--- src/rtl/boot_loader.sv ---
// Bus-ownership sequencer: holds the core in reset, streams a little-endian
// image into memory from word 0, then hands the bus back and releases the core.
module boot_loader #(
   parameter int ADDR_W = 30
) (
   input  logic              clock,
   input  logic              reset_n,
   input  logic [7:0]        rx_data,
   input  logic              rx_valid,
   output logic              rx_ready,
   input  logic              load_req,
   output logic              cpu_reset,
   input  logic [ADDR_W-1:0] cpu_bus_addr,
   input  logic [31:0]       cpu_bus_data_w,
   input  logic [3:0]        cpu_bus_mask_w,
   output logic [ADDR_W-1:0] mem_addr,
   output logic [31:0]       mem_data_w,
   output logic [3:0]        mem_mask_w,
   output logic              running,
   output logic [31:0]       checksum
);

   typedef enum logic [2:0] {
      ST_LEN,
      ST_DATA,
      ST_DRAIN,
      ST_RELEASE,
      ST_RUN
   } state_e;

   state_e            state_q, state_d;
   logic [31:0]       count_q, count_d;
   logic [1:0]        byte_idx_q, byte_idx_d;
   logic [ADDR_W-1:0] word_idx_q, word_idx_d;
   logic [23:0]       asm_q, asm_d;
   logic [ADDR_W-1:0] wr_addr_q, wr_addr_d;
   logic [31:0]       wr_data_q, wr_data_d;
   logic              wr_en_q, wr_en_d;
   logic [31:0]       checksum_q, checksum_d;
   logic              cpu_reset_q, cpu_reset_d;
   logic              accept;
   logic              core_owns_bus;

   assign rx_ready      = (state_q == ST_LEN) || (state_q == ST_DATA);
   assign accept        = rx_valid && rx_ready;
   assign core_owns_bus = (state_q == ST_RELEASE) || (state_q == ST_RUN);

   always_comb begin
      // NOTE: every variable gets a default before the case so no path leaves
      // it unassigned, which would otherwise infer a latch.
      state_d     = state_q;
      count_d     = count_q;
      byte_idx_d  = byte_idx_q;
      word_idx_d  = word_idx_q;
      asm_d       = asm_q;
      wr_addr_d   = wr_addr_q;
      wr_data_d   = wr_data_q;
      wr_en_d     = 1'b0;
      checksum_d  = wr_en_q ? checksum_q + wr_data_q : checksum_q;

      unique case (state_q)
         ST_LEN: begin
            if (accept) begin
               byte_idx_d                   = byte_idx_q + 2'd1;
               count_d[8*byte_idx_q +: 8]   = rx_data;
               if (byte_idx_q == 2'd3) begin
                  state_d = ({rx_data, count_q[23:0]} == 32'd0) ? ST_RELEASE : ST_DATA;
               end
            end
         end
         ST_DATA: begin
            if (accept) begin
               byte_idx_d = byte_idx_q + 2'd1;
               unique case (byte_idx_q)
                  2'd0: asm_d[7:0]   = rx_data;
                  2'd1: asm_d[15:8]  = rx_data;
                  2'd2: asm_d[23:16] = rx_data;
                  2'd3: begin
                     wr_en_d    = 1'b1;
                     wr_addr_d  = word_idx_q;
                     wr_data_d  = {rx_data, asm_q};
                     word_idx_d = word_idx_q + 1'b1;
                     count_d    = count_q - 32'd1;
                     if (count_q == 32'd1) state_d = ST_DRAIN;
                  end
               endcase
            end
         end
         ST_DRAIN:   state_d = ST_RELEASE;
         ST_RELEASE: state_d = ST_RUN;
         ST_RUN: begin
            if (load_req) begin
               state_d    = ST_LEN;
               count_d    = '0;
               byte_idx_d = '0;
               word_idx_d = '0;
               checksum_d = '0;
            end
         end
         default: state_d = ST_LEN;
      endcase

      // Registered so the core sees reset drop exactly when RUN begins.
      cpu_reset_d = (state_d != ST_RUN);
   end

   // NOTE: sequential state uses non-blocking assignments so all registers
   // update together from the same pre-edge values.
   always_ff @(posedge clock or negedge reset_n) begin
      if (!reset_n) begin
         state_q     <= ST_LEN;
         count_q     <= '0;
         byte_idx_q  <= '0;
         word_idx_q  <= '0;
         asm_q       <= '0;
         wr_addr_q   <= '0;
         wr_data_q   <= '0;
         wr_en_q     <= 1'b0;
         checksum_q  <= '0;
         cpu_reset_q <= 1'b1;
      end else begin
         state_q     <= state_d;
         count_q     <= count_d;
         byte_idx_q  <= byte_idx_d;
         word_idx_q  <= word_idx_d;
         asm_q       <= asm_d;
         wr_addr_q   <= wr_addr_d;
         wr_data_q   <= wr_data_d;
         wr_en_q     <= wr_en_d;
         checksum_q  <= checksum_d;
         cpu_reset_q <= cpu_reset_d;
      end
   end

   assign mem_addr   = core_owns_bus ? cpu_bus_addr   : wr_addr_q;
   assign mem_data_w = core_owns_bus ? cpu_bus_data_w : wr_data_q;
   assign mem_mask_w = core_owns_bus ? cpu_bus_mask_w : (wr_en_q ? 4'hF : 4'h0);

   assign cpu_reset = cpu_reset_q;
   assign running   = (state_q == ST_RUN);
   assign checksum  = checksum_q;

endmodule

--- config.mk ---
export PLATFORM = sky130hd
export DESIGN_NAME = boot_loader
export DESIGN_NICKNAME = d
export VERILOG_FILES = /design/src/rtl/boot_loader.sv
export SDC_FILE = /design/constraint.sdc
export NUM_CORES = 1
export LEC_CHECK = 0
export CAP_MARGIN = 20
export CORE_UTILIZATION = 55
export DETAILED_ROUTE_END_ITERATION = 12
export PLACE_DENSITY = 0.82
export SLEW_MARGIN = 20
export SYNTH_ARGS = -nofsm -noshare
export SYNTH_HDL_FRONTEND = slang
export SYNTH_SLANG_ARGS = --single-unit
--- constraint.sdc ---
create_clock -name clock -period 3.14 [get_ports clock]
set_input_delay 0.471 -clock clock [delete_from_list [all_inputs] [get_ports clock]]
set_output_delay 0.471 -clock clock [all_outputs]
set_load 0.005 [all_outputs]
==> flow_summary_export.csv, run 1 <==
group,metric,value,unit
synthesis,ys_seq_elements,187,
placed_design,preCtsSetupSlack,277.1,ps
critical_path,cp_max_fo,18,
outcome,outcome,"completed",
critical_path,critPathArrivalTime,2620,ps
synthesis,yosys.cell_types.count,69,
synthesis,synth_top_area_frac,0.4233,
clocking,insertion_delay,440,ps
critical_path,crit_required,2670,ps
synthesis,syn-mean-instance-area,9.326,sq um
global_route,grt_use_total,0.2921,
floorplan,die-area,20560,sq um
power_and_ir_drop,cellPowerDensity,926.0,nW/um^2
floorplan,dieWidth,143.4,microns
route,viasPerCell,5.903,
finish,regArea,4683,sq um
finish,nNetsFinal,1457,
route,ant_nets,0,
power_and_ir_drop,vdd_ir_drop_max,560.2,uV
sta,final_hold_viol_count,0,
sta,holdWs,56.14,ps
finish,area_delta_synth_final,24.36,%
finish,diodes,0,
global_route,antenna_found_initial,0,
critical_path,crit_path_cell_trace,"inv_1, or3_4, nand2_4, buf_12, mux2_2, clkdlybuf4s50_1",
power_and_ir_drop,p_leak,6.121,nW
floorplan,initial_utilization,0.5631,
synthesis,async_reset_ff_frac,1.000,
global_route,grt_max_degree,78,
critical_path,cp-start-kind,"register",
placed_design,port_buffers,178,
critical_path,end_kind,"output port",
global_route,grt_pass1_vias,9060,
floorplan,ios,179,
clocking,h-tree-depth,4,
floorplan,core-area,19530,sq um
global_route,grt_pass1_wl,46.55,mm
synthesis,ys_top_cells_by_area,"dfrtp_1 (42%), mux2_2 (11%), nand2_1 (6.9%), ha_1 (4.9%), o21ai_0 (3.5%)",
floorplan,rows,51,
synthesis,ys.warnings.count,0,
clocking,cts.sinks,187,
placed_design,placed_cells,1577,
sta,period_minus_slack,3088,ps
synthesis,ys_seq_area_frac,0.4257,
placed_design,gp_congestion,0.9605,
clocking,clk_pin_slew,70,ps
sta,worst_slack,52.32,ps
synthesis,synth_commonest_cells,"nand2_1 (201), dfrtp_1 (186), mux2_2 (105)",
clocking,cts_tree,"built",
clocking,clk_path_buf_depth,2,
route,vias,9521,
synthesis,synth-edff-count,0,
critical_path,reg2reg_slack,290,ps
floorplan,dieHeight,143.4,microns
synthesis,synth_cells,1179,
finish,fillers,1488,
synthesis,syn_nets,1301,
finish,multiInputGateArea,6012,sq um
flow_run,drv_cap,0,
critical_path,slowest_stage,"clkdlybuf4s50_1",
route,wire_per_inst,18.29,microns
sta,slew_headroom,0.4028,
clocking,cts_root_buf,"clkbuf_16",
sta,worst_slew_pin_slew,894.9,ps
placed_design,dpl.hpwl,20.73,mm
synthesis,synth.most_common_cell,"nand2_1",
synthesis,synth_top_area_cell,"dfrtp_1",
synthesis,synthesis.area,11000,sq um
hold_path,min_path_type,"in2async",
sta,setup_viol,0,
critical_path,crit_family,"buffers and inverters",
route,drt-initial-drc-count,707,
critical_path,crit_path_max_incr_delay,470,ps
route,drcViolationCount,0,
sta,fmax,0.3239,GHz
critical_path,critical_path_buf_inv_count,3,
finish,layoutNonFillerInstCount,1613,
clocking,cts_buffers,17,
sta,fin_worst_skew,9.938,ps
route,firstDrtPassIters,5,
sta,slew_viol_final,0,
sta,finalCritPeriodShare,0.9833,
global_route,overflow,0,
finish,drive_gt1_frac,0.1461,
route,wl,29.51,mm
synthesis,synthFlopType,"dfrtp_1",
critical_path,crit_type,"reg2out",
repair_timing:
item	CTS	global route
buffers inserted	0	2
gates resized for setup	8	0
hold buffers	0	0
setup endpoints to repair	62	38
cloned	1	1
kinds of logic (layout without fill, tap and decap cells):
| kind of cell | after synthesis | after routing | share of synthesized area |
|---|---|---|---|
| simple gates | 448 | 448 | 0.1916 |
| flops | 187 | 187 | 0.4257 |
| xor+xnor | 49 | 49 | 0.03903 |
| mux | 121 | 121 | 0.1221 |
| compound gates | 250 | 250 | 0.1416 |
| buf+inv | 80 | 249 | 0.02924 |
| fa+ha+maj | 44 | 44 | 0.05075 |
layer usage:
layer	part of all wire	GRT usage	wire, microns	vias to the layer above
li1	-	-	-	4482
met5	0	0	0	-
met2	0.49	0.4905	14400	342
met1	0.42	0.3852	12520	4646
met3	0.065	0.04865	1905	51
met4	0.023	0.09295	684	0
cell type report:
class / instances / share of cell area
multi-input cells: 912 / 0.4397
flip-flops and latches: 187 / 0.3425
repair buffers: 202 / 0.1500
clock buffers: 18 / 0.03138
well taps: 265 / 0.02425
clock inverters: 14 / 0.008143
inverters: 15 / 0.004117
where the power goes:
part           leakage (nW)  internal (W)  switching, W
logic                  3.47       0.00316       0.00352
clock network         0.252       0.00103      0.000983
registers              2.40       0.00320      0.000773
through the flow:
| stage | util | TNS (ps) | area (sq um) | total power [W] |
|---|---|---|---|---|
| after CTS | 0.6983 | 0 | 13630 | 0.01260 |
| after global placement | 0.6679 | 0 | 13040 | 0.01032 |
| after global routing | 0.7003 | -7.208 | 13670 | 0.01354 |
| after detailed placement | 0.6679 | 0 | 13040 | 0.01056 |
| after floorplan | - | 0 | 11000 | 0.008304 |
| final | 0.7003 | 0 | 13670 | 0.01266 |
path summary, 6_finish.rpt:
check                                    startpoint                   endpoint  cells past startpoint
max                            state_q[0]$_DFF_PN0_             mem_data_w[16]                      6
min                                         reset_n  wr_addr_q[21]$_DFFE_PN0P_                      1
max reg2reg                wr_data_q[0]$_DFFE_PN0P_     checksum[30]$_DFF_PN0_                     10
min reg2reg                    asm_q[7]$_DFFE_PN0P_   wr_data_q[7]$_DFFE_PN0P_                      2
max in group asynchronous                   reset_n        cpu_reset$_DFF_PN1_                      2
min in group clock             asm_q[7]$_DFFE_PN0P_   wr_data_q[7]$_DFFE_PN0P_                      2
placed cells by master (no fill, tap or decap), types with 9 or more instances in the layout:
| cell type | synthesis | layout |
|---|---|---|
| ha_1 | 43 | 43 |
| a21o_1 | 20 | 20 |
| a21oi_1 | 59 | 59 |
| clkdlybuf4s50_1 | 0 | 177 |
| nor2_1 | 98 | 98 |
| mux2_2 | 105 | 105 |
| buf_4 | 1 | 18 |
| o21ai_0 | 76 | 75 |
| nand2b_1 | 9 | 9 |
| nor3_1 | 21 | 21 |
| a22oi_1 | 13 | 13 |
| nand3_1 | 27 | 26 |
| and3_1 | 14 | 14 |
| xor2_1 | 29 | 29 |
| xnor2_1 | 20 | 20 |
| mux2i_1 | 16 | 16 |
| a31oi_1 | 13 | 13 |
| clkbuf_16 | 0 | 18 |
| inv_1 | 14 | 14 |
| nor2b_1 | 10 | 10 |
| dfrtp_1 | 186 | 184 |
| nand2_1 | 201 | 200 |
Power figures use the tool's default switching activity.
==> inputs of run 2 (changes only) <==
- CAP_MARGIN: 20 -> default
- CORE_UTILIZATION: 55 -> 49
- PLACE_DENSITY: 0.82 -> 0.77
- RECOVER_POWER: default -> 25
- clock period: 3.14 -> 2.6 ns (I/O delays scaled with it)
==> run 2 against run 1 <==
Against the previous run: the run now ends with max-capacitance violations, max-slew violations, negative setup slack left; worst setup slack worse by 93 ps; power up 33%; core utilization down 2.9 points; die area up 12%; combinational power up 42%; sequential power up 21%; via count up 6.0%; clock-buffer cell count up 3; cell area up 7.5%; flip-flop and latch count unchanged; critical endpoint is now mem_data_w[22]; largest cell class unchanged; largest power group unchanged.
==> flow_summary_export.csv, run 2 (synthesized netlist as in run 1, its figures left out) <==
group,metric,value,unit
power_and_ir_drop,cellPowerDensity,1150,nW/um^2
critical_path,critPathArrivalTime,2250,ps
finish,area_delta_synth_final,33.64,%
placed_design,port_buffers,178,
critical_path,crit_required,2210,ps
sta,setup_viol,4,
outcome,outcome,"finished with violations",
critical_path,reg2regPathDepth,11,
clocking,cts.sinks,187,
route,vias,10090,
floorplan,initial_utilization,0.5023,
floorplan,rows,54,
placed_design,gp_congestion,0.9331,
finish,drive_gt1_frac,0.2259,
floorplan,dieHeight,151.8,microns
sta,fmax,0.3787,GHz
global_route,busiest_layer,"met2",
route,viasPerCell,5.934,
finish,nNetsFinal,1530,
sta,worst_slew_pin_slew,1700,ps
global_route,grt_use_total,0.2776,
floorplan,die-area,23040,sq um
global_route,grt_max_degree,65,
power_and_ir_drop,vdd_ir_drop_max,632.8,uV
sta,period_minus_slack,2641,ps
finish,layout_common_cells,"nand2_1 (200), dfrtp_1 (186), clkdlybuf4s50_1 (111)",
sta,finalSetupTns,-129.9,ps
route,ant_nets,0,
critical_path,cp-start-kind,"register",
placed_design,dpl.hpwl,21.40,mm
critical_path,cp_max_fo,7,
finish,final_common_cell,"nand2_1",
global_route,grt_pass1_wl,51.07,mm
clocking,cts_tree,"built",
floorplan,core-area,21890,sq um
route,drcViolationCount,0,
global_route,use_met3,0.04963,
clocking,insertion_delay,440,ps
floorplan,ios,179,
route,wire_per_inst,19.45,microns
flow_run,drv_cap,1,
clocking,clk_path_buf_depth,2,
sta,worst_slack,-40.74,ps
critical_path,end_kind,"output port",
critical_path,reg2reg_slack,10,ps
clocking,cts_buffers,17,
sta,finalCritPeriodShare,1.016,
route,firstDrtPassIters,5,
power_and_ir_drop,total_power,0.01689,W
critical_path,startpoint,"state_q[1]$_DFF_PN0_",
finish,fillers,1616,
sta,rsz0062_at_grt,"true",
critical_path,setup.worst_path.end,"mem_data_w[22]",
route,wl,33.09,mm
critical_path,crit_type,"reg2out",
hold_path,min_path_type,"reg2reg",
power_and_ir_drop,p_leak,6.825,nW
finish,diodes,0,
floorplan,dieWidth,151.8,microns
global_route,antenna_found_initial,0,
global_route,grt_util_met1,0.3601,
global_route,overflow,0,
route,drt-initial-drc-count,671,
sta,final_hold_viol_count,0,
critical_path,reg2reg_to,"checksum[29]$_DFF_PN0_",
clocking,clk_pin_slew,70,ps
outcome,violations,"max-capacitance violations, max-slew violations, negative setup slack",
global_route,met2_usage,0.4548,
sta,slew_viol_final,59,
sta,fin_worst_skew,8.619,ps
sta,slew_headroom,-0.1331,
clocking,h-tree-depth,4,
clocking,cts_root_buf,"clkbuf_16",
global_route,grt_pass1_vias,9820,
critical_path,r2r_start,"checksum[6]$_DFF_PN0_",
## run 2: cell types whose count changed in the layout (fill, tap and decap cells not counted), moves of 18 or more
cell,before,now
buf_6,1,19
mux2_2,105,71
buf_4,18,70
mux2_4,0,34
dlygate4sd2_1,0,19
clkdlybuf4s50_1,177,111
## run 2: worst min-delay path by stage
stage	start	to	slack, ps	cells past startpoint
6_report	asm_q[10]$_DFFE_PN0P_	wr_data_q[10]$_DFFE_PN0P_	460	2
3_3_place_gp	reset_n	wr_addr_q[24]$_DFFE_PN0P_	420	1
5_1_grt	asm_q[23]$_DFFE_PN0P_	wr_data_q[23]$_DFFE_PN0P_	480	2
4_1_cts	asm_q[3]$_DFFE_PN0P_	wr_data_q[3]$_DFFE_PN0P_	470	2
3_5_place_dp	reset_n	word_idx_q[24]$_DFFE_PN0P_	430	1
2_1_floorplan	reset_n	async pin	90	0
## run 2: area by class of cell
cell class | instances | area [sq um] | area share
clock buffers | 21 | 460.4 | 0.03134
clock inverters | 11 | 111.4 | 0.007578
inverters | 15 | 56.30 | 0.003832
multi-input cells | 912 | 6352 | 0.4323
flip-flops and latches | 187 | 4681 | 0.3185
well taps | 280 | 350.3 | 0.02384
repair buffers | 275 | 2683 | 0.1826
## run 2: through the flow
stage	instance area (sq um)	instances	util	hold slack [ps]	worst slack, ps
final	14690	1701	0.6712	462.6	-40.74
after CTS	14450	1696	0.6602	466.6	-89.37
after floorplan	11000	1179	-	94.41	46.65
after global placement	13460	1638	0.6147	424.3	89.85
after global routing	14690	1701	0.6712	485.0	-102.1
after detailed placement	13460	1638	0.6147	428.0	3.346
## run 2: power by group
part	switching, W	internal [W]	total (W)
logic	0.00489	0.00460	0.00949
clock network	0.00120	0.00139	0.00259
registers	0.000953	0.00386	0.00481
## run 2: layer usage
metal | part of all wire | wire (microns) | vias up
met5 | 0 | 0 | -
met4 | 0.039 | 1280 | 0
met3 | 0.073 | 2405 | 98
met2 | 0.48 | 15860 | 444
met1 | 0.41 | 13540 | 4917
li1 | - | - | 4635
## run 2: critical path, cell delays in order (launching register included)
cell and delay, ps:
dfrtp_1 360, inv_2 40, or3_4 410, nand2_8 120
buf_12 120, buf_12 130, buf_16 130, buf_12 100
mux2_4 290, buf_6 110
## run 2: repair_timing
action | CTS | global route
endpoints found under the hold margin | 56 | 0
hold buffers | 1 | 0
setup buffers | 21 | 7
gates cloned | 5 | 1
setup endpoints to repair | 70 | 60
pin swaps | 10 | 13
resized for setup | 178 | 74
